--- src/rtl/seg_scan_decoder_if.sv ---
// Scan-bus observation interface: the multiplexed 7-segment bus plus the decoded frame results.
// The master drives the display scan; the slave is the decoder that watches it.
interface seg_scan_decoder_if;
    logic [7:0]  seg;
    logic [2:0]  which;
    logic [31:0] value;
    logic        value_valid;
    logic        value_changed;
    logic [7:0]  digit_mask;
    logic        bad_pattern;
    logic        stale;

    modport master (
        output seg, which,
        input  value, value_valid, value_changed, digit_mask, bad_pattern, stale
    );

    modport slave (
        input  seg, which,
        output value, value_valid, value_changed, digit_mask, bad_pattern, stale
    );
endinterface

--- src/rtl/seg_scan_decoder.sv ---
// Watches the multiplexed 8-digit 7-segment scan and rebuilds the 32-bit hex value shown,
// filtering inter-digit glitches, flagging undecodable patterns and detecting stalled scans.
module seg_scan_decoder #(
    parameter int STABLE_CYC     = 4,
    parameter int TIMEOUT_CYC    = 4096,
    parameter bit SEG_ACTIVE_LOW = 1'b1
) (
    input logic               clk,
    input logic               rst,
    seg_scan_decoder_if.slave bus
);
    localparam int RW = $clog2(STABLE_CYC + 1);
    localparam int TW = $clog2(TIMEOUT_CYC + 1);

    logic [9:0]      smp;
    logic [9:0]      smp_d;
    logic [RW-1:0]   run;
    logic            accepted;
    logic [TW-1:0]   tmo_cnt;
    logic [7:0][3:0] digits;
    logic            have_frame;
    logic [31:0]     value;
    logic            value_valid;
    logic            value_changed;
    logic            bad_pattern;
    logic            stale;
    logic [7:0]      digit_mask;
    logic [7:0]      mask_nxt;
    logic [6:0]      lit;
    logic [2:0]      wsel;
    logic [3:0]      nib;
    logic            nib_ok;
    logic            accept;
    logic            complete;
    logic            timeout;
    logic            unused_dp;

    assign smp_d     = {bus.seg[6:0], bus.which};
    assign unused_dp = bus.seg[7];
    assign lit       = SEG_ACTIVE_LOW ? ~smp[9:3] : smp[9:3];
    assign wsel      = smp[2:0];

    // run counts consecutive identical samples held in smp; one accept per dwell
    assign accept   = (run == RW'(STABLE_CYC)) && !accepted;
    assign complete = (digit_mask == 8'hFF);
    assign timeout  = !accept && (tmo_cnt == TW'(TIMEOUT_CYC - 1));

    always_comb begin
        nib    = 4'h0;
        nib_ok = 1'b1;
        case (lit)
            7'h3F: nib = 4'h0;
            7'h06: nib = 4'h1;
            7'h5B: nib = 4'h2;
            7'h4F: nib = 4'h3;
            7'h66: nib = 4'h4;
            7'h6D: nib = 4'h5;
            7'h7D: nib = 4'h6;
            7'h07: nib = 4'h7;
            7'h7F: nib = 4'h8;
            7'h6F: nib = 4'h9;
            7'h77: nib = 4'hA;
            7'h7C: nib = 4'hB;
            7'h39: nib = 4'hC;
            7'h5E: nib = 4'hD;
            7'h79: nib = 4'hE;
            7'h71: nib = 4'hF;
            default: nib_ok = 1'b0;
        endcase
    end

    // A completed frame clears the mask first, so a coincident accept starts the next frame
    always_comb begin
        mask_nxt = (complete || timeout) ? 8'h00 : digit_mask;
        if (accept) mask_nxt[wsel] = nib_ok;
    end

    always_ff @(posedge clk) begin
        if (rst) begin
            smp           <= '0;
            run           <= '0;
            accepted      <= 1'b0;
            tmo_cnt       <= '0;
            digits        <= '0;
            have_frame    <= 1'b0;
            value         <= '0;
            value_valid   <= 1'b0;
            value_changed <= 1'b0;
            bad_pattern   <= 1'b0;
            stale         <= 1'b0;
            digit_mask    <= '0;
        end else begin
            smp <= smp_d;
            if (smp_d != smp) begin
                run      <= RW'(1);
                accepted <= 1'b0;
            end else begin
                if (run != RW'(STABLE_CYC)) run <= run + RW'(1);
                if (accept) accepted <= 1'b1;
            end

            if (accept || timeout) tmo_cnt <= '0;
            else                   tmo_cnt <= tmo_cnt + TW'(1);

            if (accept && nib_ok) digits[wsel] <= nib;
            digit_mask    <= mask_nxt;
            bad_pattern   <= accept && !nib_ok;
            value_valid   <= complete;
            value_changed <= complete && (!have_frame || (digits != value));

            if (complete) begin
                value      <= digits;
                have_frame <= 1'b1;
                stale      <= 1'b0;
            end else if (timeout) begin
                stale <= 1'b1;
            end
        end
    end

    assign bus.value         = value;
    assign bus.value_valid   = value_valid;
    assign bus.value_changed = value_changed;
    assign bus.digit_mask    = digit_mask;
    assign bus.bad_pattern   = bad_pattern;
    assign bus.stale         = stale;
endmodule

--- src/flat_wrapper.sv ---
// flat-port wrapper written by rule: the top's interface ports become plain ports
module seg_scan_decoder_flat 
#(
    parameter int STABLE_CYC     = 4,
    parameter int TIMEOUT_CYC    = 4096,
    parameter bit SEG_ACTIVE_LOW = 1'b1
)
  (clk, rst, bus_seg, bus_which, bus_value, bus_value_valid, bus_value_changed, bus_digit_mask, bus_bad_pattern, bus_stale);
  seg_scan_decoder_if bus_i ();
  input logic clk;
  input logic rst;
  input wire logic [$bits(bus_i.seg)-1:0] bus_seg;
  input wire logic [$bits(bus_i.which)-1:0] bus_which;
  output wire logic [$bits(bus_i.value)-1:0] bus_value;
  output wire logic [$bits(bus_i.value_valid)-1:0] bus_value_valid;
  output wire logic [$bits(bus_i.value_changed)-1:0] bus_value_changed;
  output wire logic [$bits(bus_i.digit_mask)-1:0] bus_digit_mask;
  output wire logic [$bits(bus_i.bad_pattern)-1:0] bus_bad_pattern;
  output wire logic [$bits(bus_i.stale)-1:0] bus_stale;
  assign bus_i.seg = bus_seg;
  assign bus_i.which = bus_which;
  assign bus_value = bus_i.value;
  assign bus_value_valid = bus_i.value_valid;
  assign bus_value_changed = bus_i.value_changed;
  assign bus_digit_mask = bus_i.digit_mask;
  assign bus_bad_pattern = bus_i.bad_pattern;
  assign bus_stale = bus_i.stale;
  seg_scan_decoder #(.STABLE_CYC(STABLE_CYC), .TIMEOUT_CYC(TIMEOUT_CYC), .SEG_ACTIVE_LOW(SEG_ACTIVE_LOW)) u_core (.clk(clk), .rst(rst), .bus(bus_i));
endmodule
--- config.mk ---
export PLATFORM = sky130hd
export DESIGN_NAME = seg_scan_decoder_flat
export DESIGN_NICKNAME = d
export VERILOG_FILES = /design/src/rtl/seg_scan_decoder_if.sv /design/src/rtl/seg_scan_decoder.sv /design/src/flat_wrapper.sv
export SDC_FILE = /design/constraint.sdc
export NUM_CORES = 1
export LEC_CHECK = 0
export ABC_AREA = 1
export ABC_CLOCK_PERIOD_IN_PS = 3500
export CORE_MARGIN = 3
export CORE_UTILIZATION = 60
export DETAILED_ROUTE_END_ITERATION = 8
export GPL_TIMING_DRIVEN = 0
export HOLD_SLACK_MARGIN = 0.1
export PLACE_DENSITY = 0.83
export SYNTH_ARGS = -nofsm -noshare
export SYNTH_HDL_FRONTEND = slang
export SYNTH_SLANG_ARGS = --single-unit
--- constraint.sdc ---
create_clock -name clk -period 3.5 [get_ports clk]
set_input_delay 0.7 -clock clk [delete_from_list [all_inputs] [get_ports clk]]
set_output_delay 0.7 -clock clk [all_outputs]
set_load 0.03 [all_outputs]
==> results of run 1 <==
[Yosys cell counts (7+ instances only)]
master,number
sky130_fd_sc_hd__nand2_1,136
sky130_fd_sc_hd__dfxtp_1,104
sky130_fd_sc_hd__nor2_1,89
sky130_fd_sc_hd__inv_1,84
sky130_fd_sc_hd__a21oi_1,51
sky130_fd_sc_hd__o22ai_1,43
sky130_fd_sc_hd__nand3_1,41
sky130_fd_sc_hd__clkbuf_1,10
sky130_fd_sc_hd__nand4_1,10
sky130_fd_sc_hd__nor3_1,10
sky130_fd_sc_hd__xor2_1,10
sky130_fd_sc_hd__nand2_2,7
sky130_fd_sc_hd__nand3b_1,7
[registers in the layout, indices dropped and copies added, names as in the netlist]
register	cells
u_core.bus.value	32
u_core.digits	32
u_core.tmo_cnt	13
u_core.smp	10
u_core.bus.digit_mask	8
u_core.run	3
u_core.accepted	1
u_core.bus.bad_pattern	1
u_core.bus.stale	1
u_core.bus.value_changed	1
u_core.bus.value_valid	1
u_core.have_frame	1
[where the power goes]
part	switching, mW	total [mW]	leakage [nW]	internal [mW]
Sequential	0.0110	1.20	0.841	1.19
Combinational	0.110	0.161	1.19	0.0507
Clock	0.410	0.761	0.0973	0.351
Total	0.531	2.12	2.13	1.59
[worst max-delay path by stage]
stage | start | to
after CTS | u_core.bus.digit_mask[3] | u_core.bus.value[26]
after global placement | rst | u_core.digits[16]
after global routing | u_core.bus.digit_mask[3] | u_core.bus.value[27]
final | u_core.bus.digit_mask[3] | u_core.bus.value[27]
after floorplan | rst | u_core.digits[20]
after detailed placement | rst | u_core.bus.value[26]
[cells by family (layout without fill, tap and decap cells)]
kind of cell / after synthesis / count (layout) / synth area share
AO/OA/AOI/OAI: 100 / 100 / 0.122
XOR/XNOR: 15 / 15 / 0.0285
adder cells (fa/ha/maj): 3 / 3 / 0.00813
buffers and inverters: 106 / 175 / 0.0902
flip-flops: 104 / 104 / 0.451
AND/OR/NAND/NOR: 315 / 315 / 0.301
[final cells by class]
| cell class | instances | area [µm²] |
|---|---|---|
| clock buffers | 11 | 141 |
| inverters | 90 | 338 |
| fillers | 597 | 1890 |
| flip-flops and latches | 104 | 2080 |
| plain buffers | 16 | 78.8 |
| clock inverters | 4 | 53.8 |
| well taps | 99 | 124 |
| multi-input cells | 433 | 2120 |
| repair buffers | 54 | 541 |
[routing by layer]
| metal | global-route usage | vias up | wire length [µm] | part of all wire |
|---|---|---|---|---|
| met2 | 0.446 | 209 | 5370 | 0.46 |
| met1 | 0.362 | 2055 | 5110 | 0.44 |
| li1 | - | 2205 | - | - |
| met4 | 0.118 | 0 | 344 | 0.029 |
| met3 | 0.0433 | 36 | 899 | 0.077 |
| met5 | 0 | - | 0 | 0 |
[cells in the final DEF, fill, tap and decap left out, types with 7 or more instances in the layout]
master                              n
sky130_fd_sc_hd__nor2_1            89
sky130_fd_sc_hd__nand2_1          136
sky130_fd_sc_hd__nand2_2            7
sky130_fd_sc_hd__nor3_1            10
sky130_fd_sc_hd__nand3b_1           7
sky130_fd_sc_hd__xor2_1            10
sky130_fd_sc_hd__nand4_1           10
sky130_fd_sc_hd__a21oi_1           51
sky130_fd_sc_hd__o22ai_1           43
sky130_fd_sc_hd__clkbuf_8          10
sky130_fd_sc_hd__nand3_1           41
sky130_fd_sc_hd__dfxtp_1          104
sky130_fd_sc_hd__inv_1             84
sky130_fd_sc_hd__clkbuf_1          11
sky130_fd_sc_hd__clkdlybuf4s50_1   54
[critical path, delay by kind of cell, from the launching register on]
family | cells | cell delay [ns]
AOI/OAI and AO/OA | 1 | 0.14
and+or+nand+nor | 4 | 0.84
buffers and inverters | 2 | 0.82
DFF | 1 | 0.36
==> results.txt, run 1 <==
* Yosys Warn Count: 0
* Ordered cell list for the critical path: nand2_1 > nor2_1 > nand2_2 > clkinv_1 > nand2_1 > clkbuf_1 > o22ai_1
- The worst pin sits at a relative slew slack of 0.534.
- Final number of setup-violating endpoints: 0
- TritonCTS clock tree: done
- Number of global-route vias before repair: 4177
- STA classifies the critical path endpoint as a flip-flop.
* Upper clock frequency limit: 0.434 GHz
- In the post-route analysis, the smallest setup slack over all paths is 1.19 ns.
* Deepest level of the CTS H-tree: 3
- Post-synth top flop: sky130_fd_sc_hd__dfxtp_1
- Along the worst path, the maximum fanout reaches 10.
* Overall power of the completed layout: 2.12 mW
- Along the worst hold path, the cell count comes to 2.
- After synthesis, the netlist uses 30 different library cells.
- Slew at the pin with the worst max-slew slack: 0.697 ns
- The floorplan step set the die width to 93.7 µm.
- Number of buffers added to fix hold violations after cts: 0
* Number of storage elements in the synthesis netlist: 104
- The synthesized design contains 0 enable-type register cells.
- After detailed routing, the average wire length per cell comes to 14.5 µm.
- Worst Hold Margin: 0.454 ns
- Initial core utilization: 0.626
- Fraction of final layout cells sized beyond drive strength 1: 0.0632
- In this run the worst hold path is classified as reg -> reg.
- RSZ-0062 raised after global routing: no
- Placed standard-cell area: 0.00528 mm²
- Top post-synthesis cells by area: sky130_fd_sc_hd__dfxtp_1, sky130_fd_sc_hd__nand2_1, sky130_fd_sc_hd__nor2_1
- Capture point of the worst reg-to-reg path: u_core.bus.value[27]
- CTS clock-pin slew for the worst setup and hold paths: 0.10 ns
- In this run, placement finished with an instance count of 796.
* Worst endpoint required time: 3.72 ns
* Bufs on Longest Clock Path: 2
- Total iterations of the first detailed-routing run: 6
* Share of synthesized flip-flops with an asynchronous set or reset: 0
- In the finished design, the share of the clock period the worst path needs comes to 0.659.
* Worst IR Drop VDD: 0.218 mV
* Nets: 724
- Min-Delay Startpoint: u_core.tmo_cnt[12]
- STA classifies the critical path startpoint as a flip-flop.
- Total negative slack: 0 ns
- Measured in cells, the most critical reg-to-reg path has a length of 7.
- Syn_area_per_cell: 7.18 µm²
- Using the TritonRoute via totals, the vias-per-cell ratio works out to 5.55.
- Slowest stage cell on the critical path: sky130_fd_sc_hd__clkbuf_1
- Clock buffer count from CTS: 9
- Entering global routing, the biggest net connects 17 pins.
- The count of buffers added on input and output ports is 54.
- Hold Violations, Final: 0
* Post-synthesis net count: 659
- Post-CTS repair changed the size of 0 cells.
- The largest total area in the synthesized netlist belongs to sky130_fd_sc_hd__dfxtp_1.
- # clock sinks: 104
- Number of core rows: 31
* Max stage delay on crit path: 0.51 ns
- Data arrival time at the worst-slack endpoint: 2.53 ns
- The worst path in the final design needs a cycle of 2.31 ns, including I/O delays and setup.
- Total global routing track utilization: 0.275
- The core region is 0.00737 mm².
- Final design utilization: 0.743
- Of the post-synthesis cell area, the dominant cell type holds 0.451.
* Vertical die dimension: 93.7 µm
- Synthesis-to-layout area growth: 18.6%
* Worst clock skew: 0.00592 ns
- Via count: 4505
- Endpoint, Worst Hold: u_core.tmo_cnt[12]
- Final Wtd Congestion: 0.951
- Number of max-slew violations in the final report: 0
- Portion of the post-synthesis area used by sequential elements: 0.451
- DRC Markers: 0
- Violation count after the first detailed-route iteration: 445
- The detail route stage leaves a number of antenna-violating nets equal to 0.
- Summing every instance area after synthesis gives 0.00462 mm².
- The startpoint identified for the worst register-to-register timing path is u_core.bus.digit_mask[3].
- Total congestion overflow: 0
* Reg-to-reg setup timing slack: 1.19 ns
- For this run, the number of standard cells in the final layout without fillers is 811.
- The routed design has 11.7 mm of wire.
- Place WS: 1.10 ns
* Wire length of the first global-routing pass: 19.2 mm
- Syn Inst Count: 643
- After routing the design area is 0.00548 mm².
* Static Leak: 2.13 nW
- 0 antenna diodes ended up in the layout.
* Ports: 57
- The die covers 0.00878 mm².
- Once detailed placement completed, the half-perimeter wirelength came to 8.57 mm.
* Root buf cell: sky130_fd_sc_hd__clkbuf_8
* Power per cell area: 388 mW/mm²
* Max capacitance violation total: 0
- Outcome: finished clean
* Critical path's most frequent cell: sky130_fd_sc_hd__nand2_1
- At the later pin of the worst-skew pair, clock insertion delay measures 0.36 ns.
- Post-CTS timing repair inserted 0 buffers for setup.
* Initial antenna violation count: 0
* Class of the most critical setup path: reg -> reg
Note: power is estimated with default switching activity, not from simulation.
==> inputs of run 2 (changes only) <==
- ABC_CLOCK_PERIOD_IN_PS: 3500 -> 1930
- CORE_UTILIZATION: 60 -> 50
- PLACE_DENSITY: 0.83 -> 0.74
- clock period: 3.5 -> 1.93 ns (I/O delays scaled with it)
==> run 2 against run 1 <==
Compared with the run above: cell area grew 1.9%; non-clock buffer count up 6; register-to-register slack worse by 1.1 ns; setup slack worse by 1.1 ns; global-route usage is 4.3 points lower; clock-buffer cell count rose by 1; sequential power is 82% higher; combinational power rose by 84%; cell count up 2.0%; hold slack lost 0.070 ns; largest power group unchanged; utilization shrank 11 points; sequential share of layout area shrank 0.57 points.
==> results.txt, run 2 (same netlist as run 1, synthesis figures left out) <==
- The flow ran to the end, and the final reports show no timing, DRC or antenna violations.
- Initial antenna violation count: 0 (unchanged)
* Data arrival time at the worst-slack endpoint: 1.48 ns (-1.05 ns)
- Net switching fraction of the power: 0.263 (+0.0135)
- The proportion of power drawn by combinational gates is 0.080 (+0.004).
* Slowest stage cell on the critical path: sky130_fd_sc_hd__clkdlybuf4s50_1
* Static Leak: 2.16 nW (+1.1%)
- Largest registers: u_core.bus.value: 32 flops, u_core.digits: 32 flops, u_core.tmo_cnt: 13 flops
- The data required time at the worst endpoint came to 1.54 ns (-2.18 ns).
* Sequential fraction of design power: 0.589 (+0.023)
- CTS clock-pin slew for the worst setup and hold paths: 0.10 ns (about the same)
- Worst relative slew slack: 0.567 (+0.0336)
- Counting I/O delays and the setup requirement, the final critical path takes 1.87 ns.
- Sequential cell area: 0.00209 mm² (+0.42%)
- # clock sinks: 104 (unchanged)
- Total iterations of the first detailed-routing run: 5 (-1)
- Clock buffer count from CTS: 9 (unchanged)
* Nets: 730 (+0.83%)
* Bufs on Longest Clock Path: 2 (unchanged)
- The top cell types in the final layout, fill and taps aside, are sky130_fd_sc_hd__nand2_1, sky130_fd_sc_hd__dfxtp_1, sky130_fd_sc_hd__inv_1.
- Vertical die dimension: 102 µm (+8.9%)
- Grouping stages by cell kind, the critical path spends the most delay in buffers and inverters.
* Number of buffer and inverter stages on the critical path: 1 (-1)
- The sum of overflow across all layers after global routing came to 0 (unchanged).
- DRC Markers: 0 (unchanged)
- Footprint of the multi-input gates: 0.00218 mm² (+3.0%)
- Most common library cell in the layout ignoring fill and taps: sky130_fd_sc_hd__nand2_1
* Max stage delay on crit path: 0.70 ns (+0.19 ns)
* Post-detailed-route count of antenna-violating nets: 0 (unchanged)
* Total length of routed wires: 11.7 mm (+0.10%)
- The count of pins over their slew limit is 0 (unchanged).
- Root buf cell: sky130_fd_sc_hd__clkbuf_8
- Setup crit start kind: flip-flop
- Worst clock skew: 0.0129 ns (+0.00695 ns)
* Number of global-route vias before repair: 4110 (-1.6%)
* Final worst path period share: 0.968
- The largest fanout on the critical path came to 3 (-7).
- The count of pins on the block boundary was 57 (unchanged).
- The pin count of the biggest net entering global routing was 17 (unchanged).
- The share of final-layout standard cells stronger than drive strength 1 came to 0.108 (+0.0453).
- Violation count after the first detailed-route iteration: 335 (-25%)
- The floorplan die area was 0.0104 mm² (+19%).
* Final number of setup-violating endpoints: 0 (unchanged)
- Net Sw Power: 977 µW (+84%)
- The worst setup path is of the reg -> out kind.
- TritonCTS clock tree: done
* Post-detail-place hpwl: 8.55 mm (-0.16%)
- The wire length per cell was 14.2 µm (-1.8%).
- Horizontal die dimension: 102 µm (+8.9%)
- Ordered cell list for the critical path: clkdlybuf4s50_1
- Total global routing track utilization: 0.232 (-0.0427)
- The cell internal power dissipation is 2.73 mW (+72%).
* Overall power of the completed layout: 3.71 mW (+75%)
* Area of the core: 0.00885 mm² (+20%)
- Deepest level of the CTS H-tree: 3 (unchanged)
- The final core utilization is 0.631 (-0.112).
* Total negative slack: 0 ns (unchanged)
- PortBufs: 54 (unchanged)
- The global placement routability congestion came to 0.875 (-8.0%).
* Max capacitance violation total: 0 (unchanged)
- The effective utilization at floorplan came to 0.522 (-0.105).
* Slew at the pin with the worst max-slew slack: 0.646 ns (-0.0503 ns)
- The wire length of the first global-routing pass came to 19.1 mm (-0.36%).
- Compared with the post-synthesis result, the final layout area differs by 20.9%.
- The floorplan row count was 34 (+9.7%).
- Fill cells: 819 (+37%)
- The ratio of total power to cell area came to 665 mW/mm² (+71%).
* Crit. End Element: output port
- The hold violation count in the final report was 0 (unchanged).
- Worst hold-check path type: in -> reg
- The number of antenna repair diodes is 0 (unchanged).
* Worst IR Drop VDD: 0.407 mV (+87%)
- Via count: 4474 (-0.69%)
- The via density per instance came to 5.41 (-2.6%).
- Power share of the clock group: 0.331 (-0.027)
- The clock latency on the worst-skew pair is 0.37 ns (about the same).
- Static timing analysis puts the maximum clock frequency at 0.536 GHz.
[run 2: cell count changes in the layout (fill, tap and decap cells not counted), moves of 3 or more]
cell / change
sky130_fd_sc_hd__nor2_4: +4
sky130_fd_sc_hd__nor2_1: -10
sky130_fd_sc_hd__dfxtp_1: -7
sky130_fd_sc_hd__nor2_2: +6
sky130_fd_sc_hd__clkbuf_2: +4
sky130_fd_sc_hd__dfxtp_2: +7
sky130_fd_sc_hd__nand2_1: -3
sky130_fd_sc_hd__buf_4: +6
[run 2: per-stage QoR]
step | cells | instance area, µm² | hold slack [ns] | setup WS, ns
after CTS | 821 | 5480 | 0.363 | 0.00314
final | 827 | 5580 | 0.384 | 0.0626
after global routing | 827 | 5580 | 0.392 | -0.0188
after global placement | 805 | 5290 | 0.432 | -0.115
after detailed placement | 805 | 5290 | 0.436 | -0.161
after floorplan | 643 | 4620 | 0.421 | 0.254
[run 2: final timing paths]
check	slack [ns]	startpoint	cells after the start	end
setup / recovery	0.06	u_core.bus.digit_mask[5]	1	bus_digit_mask[5]
hold reg to reg	0.44	u_core.tmo_cnt[0]	1	u_core.tmo_cnt[0]
hold / removal	0.38	rst	2	u_core.digits[6]
setup reg to reg	0.07	u_core.run[0]	9	u_core.digits[22]
[run 2: what timing repair did]
| item | CTS | global route |
|---|---|---|
| endpoints found under the setup margin | 33 | 66 |
| gates resized for setup | 8 | 28 |
| pin swaps | 0 | 5 |
| buffers inserted | 0 | 6 |
| hold buffers | 0 | 0 |
[run 2: area by class of cell]
cell class                      count  area share
Clock inverter                      4     0.00560
Tap cell                          108      0.0242
Inverter                           90      0.0605
Sequential cell                   104       0.374
Timing Repair Buffer               60       0.105
Buffer                             16      0.0155
Clock buffer                       12      0.0242
Multi-Input combinational cell    433       0.391
[run 2: routing by layer]
metal | vias up | routed length (µm) | GRT usage
li1 | 2222 | - | -
met1 | 2046 | 5060 | 0.305
met2 | 192 | 5590 | 0.390
met3 | 14 | 923 | 0.0539
met4 | 0 | 159 | 0.0515
met5 | - | 0 | 0
[run 2: power groups by stage]
stage / Sequential [mW] / Clock [mW] / Combinational (mW)
detailed placement: 2.23 / 0 / 0.282
global placement: 2.23 / 0 / 0.276
CTS: 2.18 / 1.25 / 0.283
global route: 2.19 / 1.32 / 0.324
finish: 2.18 / 1.23 / 0.297
floorplan: 2.23 / 0 / 0.196
==> inputs of run 3 (changes only) <==
- MAX_ROUTING_LAYER: unset -> met4
==> run 3 against run 2 <==
Compared with the run above: maximum frequency shrank 0.30%; hold slack lost 0.0022 ns; via count shrank 0.58%; setup slack lost 0.0057 ns; clock power is essentially flat; clock skew shrank 0.00055 ns; die area is the same; largest cell class unchanged.
==> results.txt, run 3 (same netlist as run 1, synthesis figures left out) <==
* Outcome: finished clean
- Class of the most critical setup path: reg -> reg
- Total length of routed wires: 11.6 mm (-1.2%)
- The number of global-route vias before repair is 4104 (-0.15%).
- The count of pins on the block boundary came to 57 (unchanged).
- Worst endpoint required time: 2.16 ns (+0.62 ns)
* Hold Violations, Final: 0 (unchanged)
- Area of the core: 0.00885 mm² (unchanged)
- Upper clock frequency limit: 0.534 GHz (-0.30%)
- The horizontal extent of the die is 102 µm (unchanged).
* Final number of setup-violating endpoints: 0 (unchanged)
- TritonCTS built the clock tree.
* Clock buffer count from CTS: 9 (unchanged)
- Post-detailed-route count of antenna-violating nets: 0 (unchanged)
- The library cell used most frequently in the layout, excluding fill and tap cells, is sky130_fd_sc_hd__nand2_1.
- The total design power came to 3.70 mW (-0.32%).
* Ordered cell list for the critical path: inv_1 > ha_1 > nand2_2 > nor2_4 > nand2_1 > nor2_2 > nand2_1 > nand2_1 > a21oi_1
- The sum of overflow across all layers after global routing is 0 (unchanged).
- The wire length per cell is 14.0 µm (-1.2%).
- Antenna fix cells: 0 (unchanged)
- Total negative slack: 0 ns (unchanged)
- The final critical-path required period was 1.87 ns (+0.00566 ns).
- The arrival time at the worst endpoint came to 2.10 ns (+0.62 ns).
* Power per cell area: 663 mW/mm² (-0.29%)
- The clock latency on the worst-skew pair came to 0.37 ns (about the same).
- Wire length of the first global-routing pass: 19.2 mm (+0.22%)
- The total non-filler cell area in the finished layout is 0.00558 mm² (about the same).
* Largest registers: u_core.bus.value: 32 flops, u_core.digits: 32 flops, u_core.tmo_cnt: 13 flops
- Slew at the pin with the worst max-slew slack: 0.638 ns (-0.00809 ns)
* Fraction of final layout cells sized beyond drive strength 1: 0.107 (-0.00139)
- The floorplan die area was 0.0104 mm² (unchanged).
* Number of core rows: 34 (unchanged)
* Critical path's most frequent cell: sky130_fd_sc_hd__nand2_1
- The buffer levels on the longest clock path is 2 (unchanged).
- The count of pins over their slew limit came to 0 (unchanged).
- The clock transition time at the flip-flop clock pins of the worst setup and hold paths was 0.10 ns (about the same).
- Vias per cell: 5.38 (-0.58%)
- The overall via count from detail_route came to 4448 (-0.58%).
* PortBufs: 54 (unchanged)
* Setup crit start kind: flip-flop
* Fill cells: 819 (unchanged)
* Final Instance Count excl. Fillers: 827 (unchanged)
- The post-detailed-placement cell area was 0.00529 mm² (unchanged).
* Max stage delay on crit path: 0.38 ns (-0.32 ns)
- The cell total after placement is 805 (unchanged).
- The effective utilization at floorplan is 0.522 (unchanged).
* Maximum number of pins on one net before global-route repair: 17 (unchanged)
- Synthesis-to-layout area growth: 20.9% (about the same)
* Static Leak: 2.15 nW (-0.50%)
- Final worst path period share: 0.970 (+0.00293)
- Total iterations of the first detailed-routing run: 5 (unchanged)
* Crit. End Element: flip-flop
- Initial antenna violation count: 0 (unchanged)
* Nets: 730 (unchanged)
- Sequential cell area: 0.00209 mm² (unchanged)
* Worst hold-check path type: in -> reg
* DRC Markers: 0 (unchanged)
- The largest individual stage delay along the critical path comes from the cell sky130_fd_sc_hd__nor2_2.
- Post-detail-place hpwl: 8.55 mm (unchanged)
* Total global routing track utilization: 0.239 (+0.00709)
* Critical Path Fanout Max: 8 (+5)
- The worst hold slack was 0.382 ns (-0.00218 ns).
- # clock sinks: 104 (unchanged)
- Worst IR Drop VDD: 0.407 mV (about the same)
* Final Wtd Congestion: 0.890 (+1.7%)
* Violation count after the first detailed-route iteration: 358 (+6.9%)
- Footprint of the multi-input gates: 0.00218 mm² (-0.23%)
- Vertical die dimension: 102 µm (unchanged)
- Max capacitance violation total: 0 (unchanged)
* Worst relative slew slack: 0.573 (+0.00541)
- Worst clock skew: 0.0123 ns (-0.000553 ns)
- The hold buffer count at cts is 0 (unchanged).
- In the layout the commonest cells are sky130_fd_sc_hd__nand2_1, sky130_fd_sc_hd__dfxtp_1, sky130_fd_sc_hd__inv_1.
- Clock tree synthesis selected as its root buffer the cell sky130_fd_sc_hd__clkbuf_8.
- The H-tree depth was 3 (unchanged).
[run 3: report_power, final]
group / leakage, nW / internal (mW) / switching (mW) / total [mW]
sequential: 0.843 / 2.16 / 0.0204 / 2.18
clock: 0.0728 / 0.474 / 0.747 / 1.22
combinational: 1.23 / 0.0959 / 0.198 / 0.294
[run 3: worst max-delay path, delay by kind of cell, from the launching register on]
family / cells / cell delay, ns
and+or+nand+nor: 6 / 1.09
DFF: 1 / 0.32
adders and majority gates: 1 / 0.19
buffers and inverters: 1 / 0.08
AOI/OAI and AO/OA: 1 / 0.06
[run 3: timing repair]
action | in CTS | in global routing
buffers inserted | 0 | 6
gates resized for setup | 8 | 27
pin swaps | 0 | 5
endpoints found under the setup margin | 33 | 66
[run 3: path summary, 6_finish.rpt]
check                                        from  depth (start not counted)  slack, ns                 to
worst min register to register  u_core.tmo_cnt[0]                          1       0.44  u_core.tmo_cnt[0]
worst max register to register      u_core.run[0]                          9       0.06  u_core.digits[22]
worst min-delay path                          rst                          2       0.38   u_core.digits[6]
worst max-delay path                u_core.run[0]                          9       0.06  u_core.digits[22]
[run 3: area by class of cell]
| cell class | count | share of cell area |
|---|---|---|
| multi-input combinational | 433 | 0.390 |
| sequential | 104 | 0.375 |
| timing repair buffer | 60 | 0.105 |
| inverter | 90 | 0.0612 |
| clock buffer | 12 | 0.0242 |
| tap | 108 | 0.0242 |
| buffer | 16 | 0.0155 |
| clock inverter | 4 | 0.00560 |
[run 3: layer usage]
layer | vias to the layer above | GRT usage | wire length [µm]
li1 | 2225 | - | -
met1 | 2037 | 0.307 | 5080
met2 | 169 | 0.390 | 5550
met3 | 17 | 0.0491 | 788
met4 | 0 | 0.0545 | 184
met5 | - | - | 0
[run 3: through the flow]
step                utilization  setup WS, ns
floorplan                     -         0.254
global placement          0.598        -0.115
detailed placement        0.598        -0.161
CTS                       0.619       0.00314
global route              0.631       -0.0186
finish                    0.631        0.0570
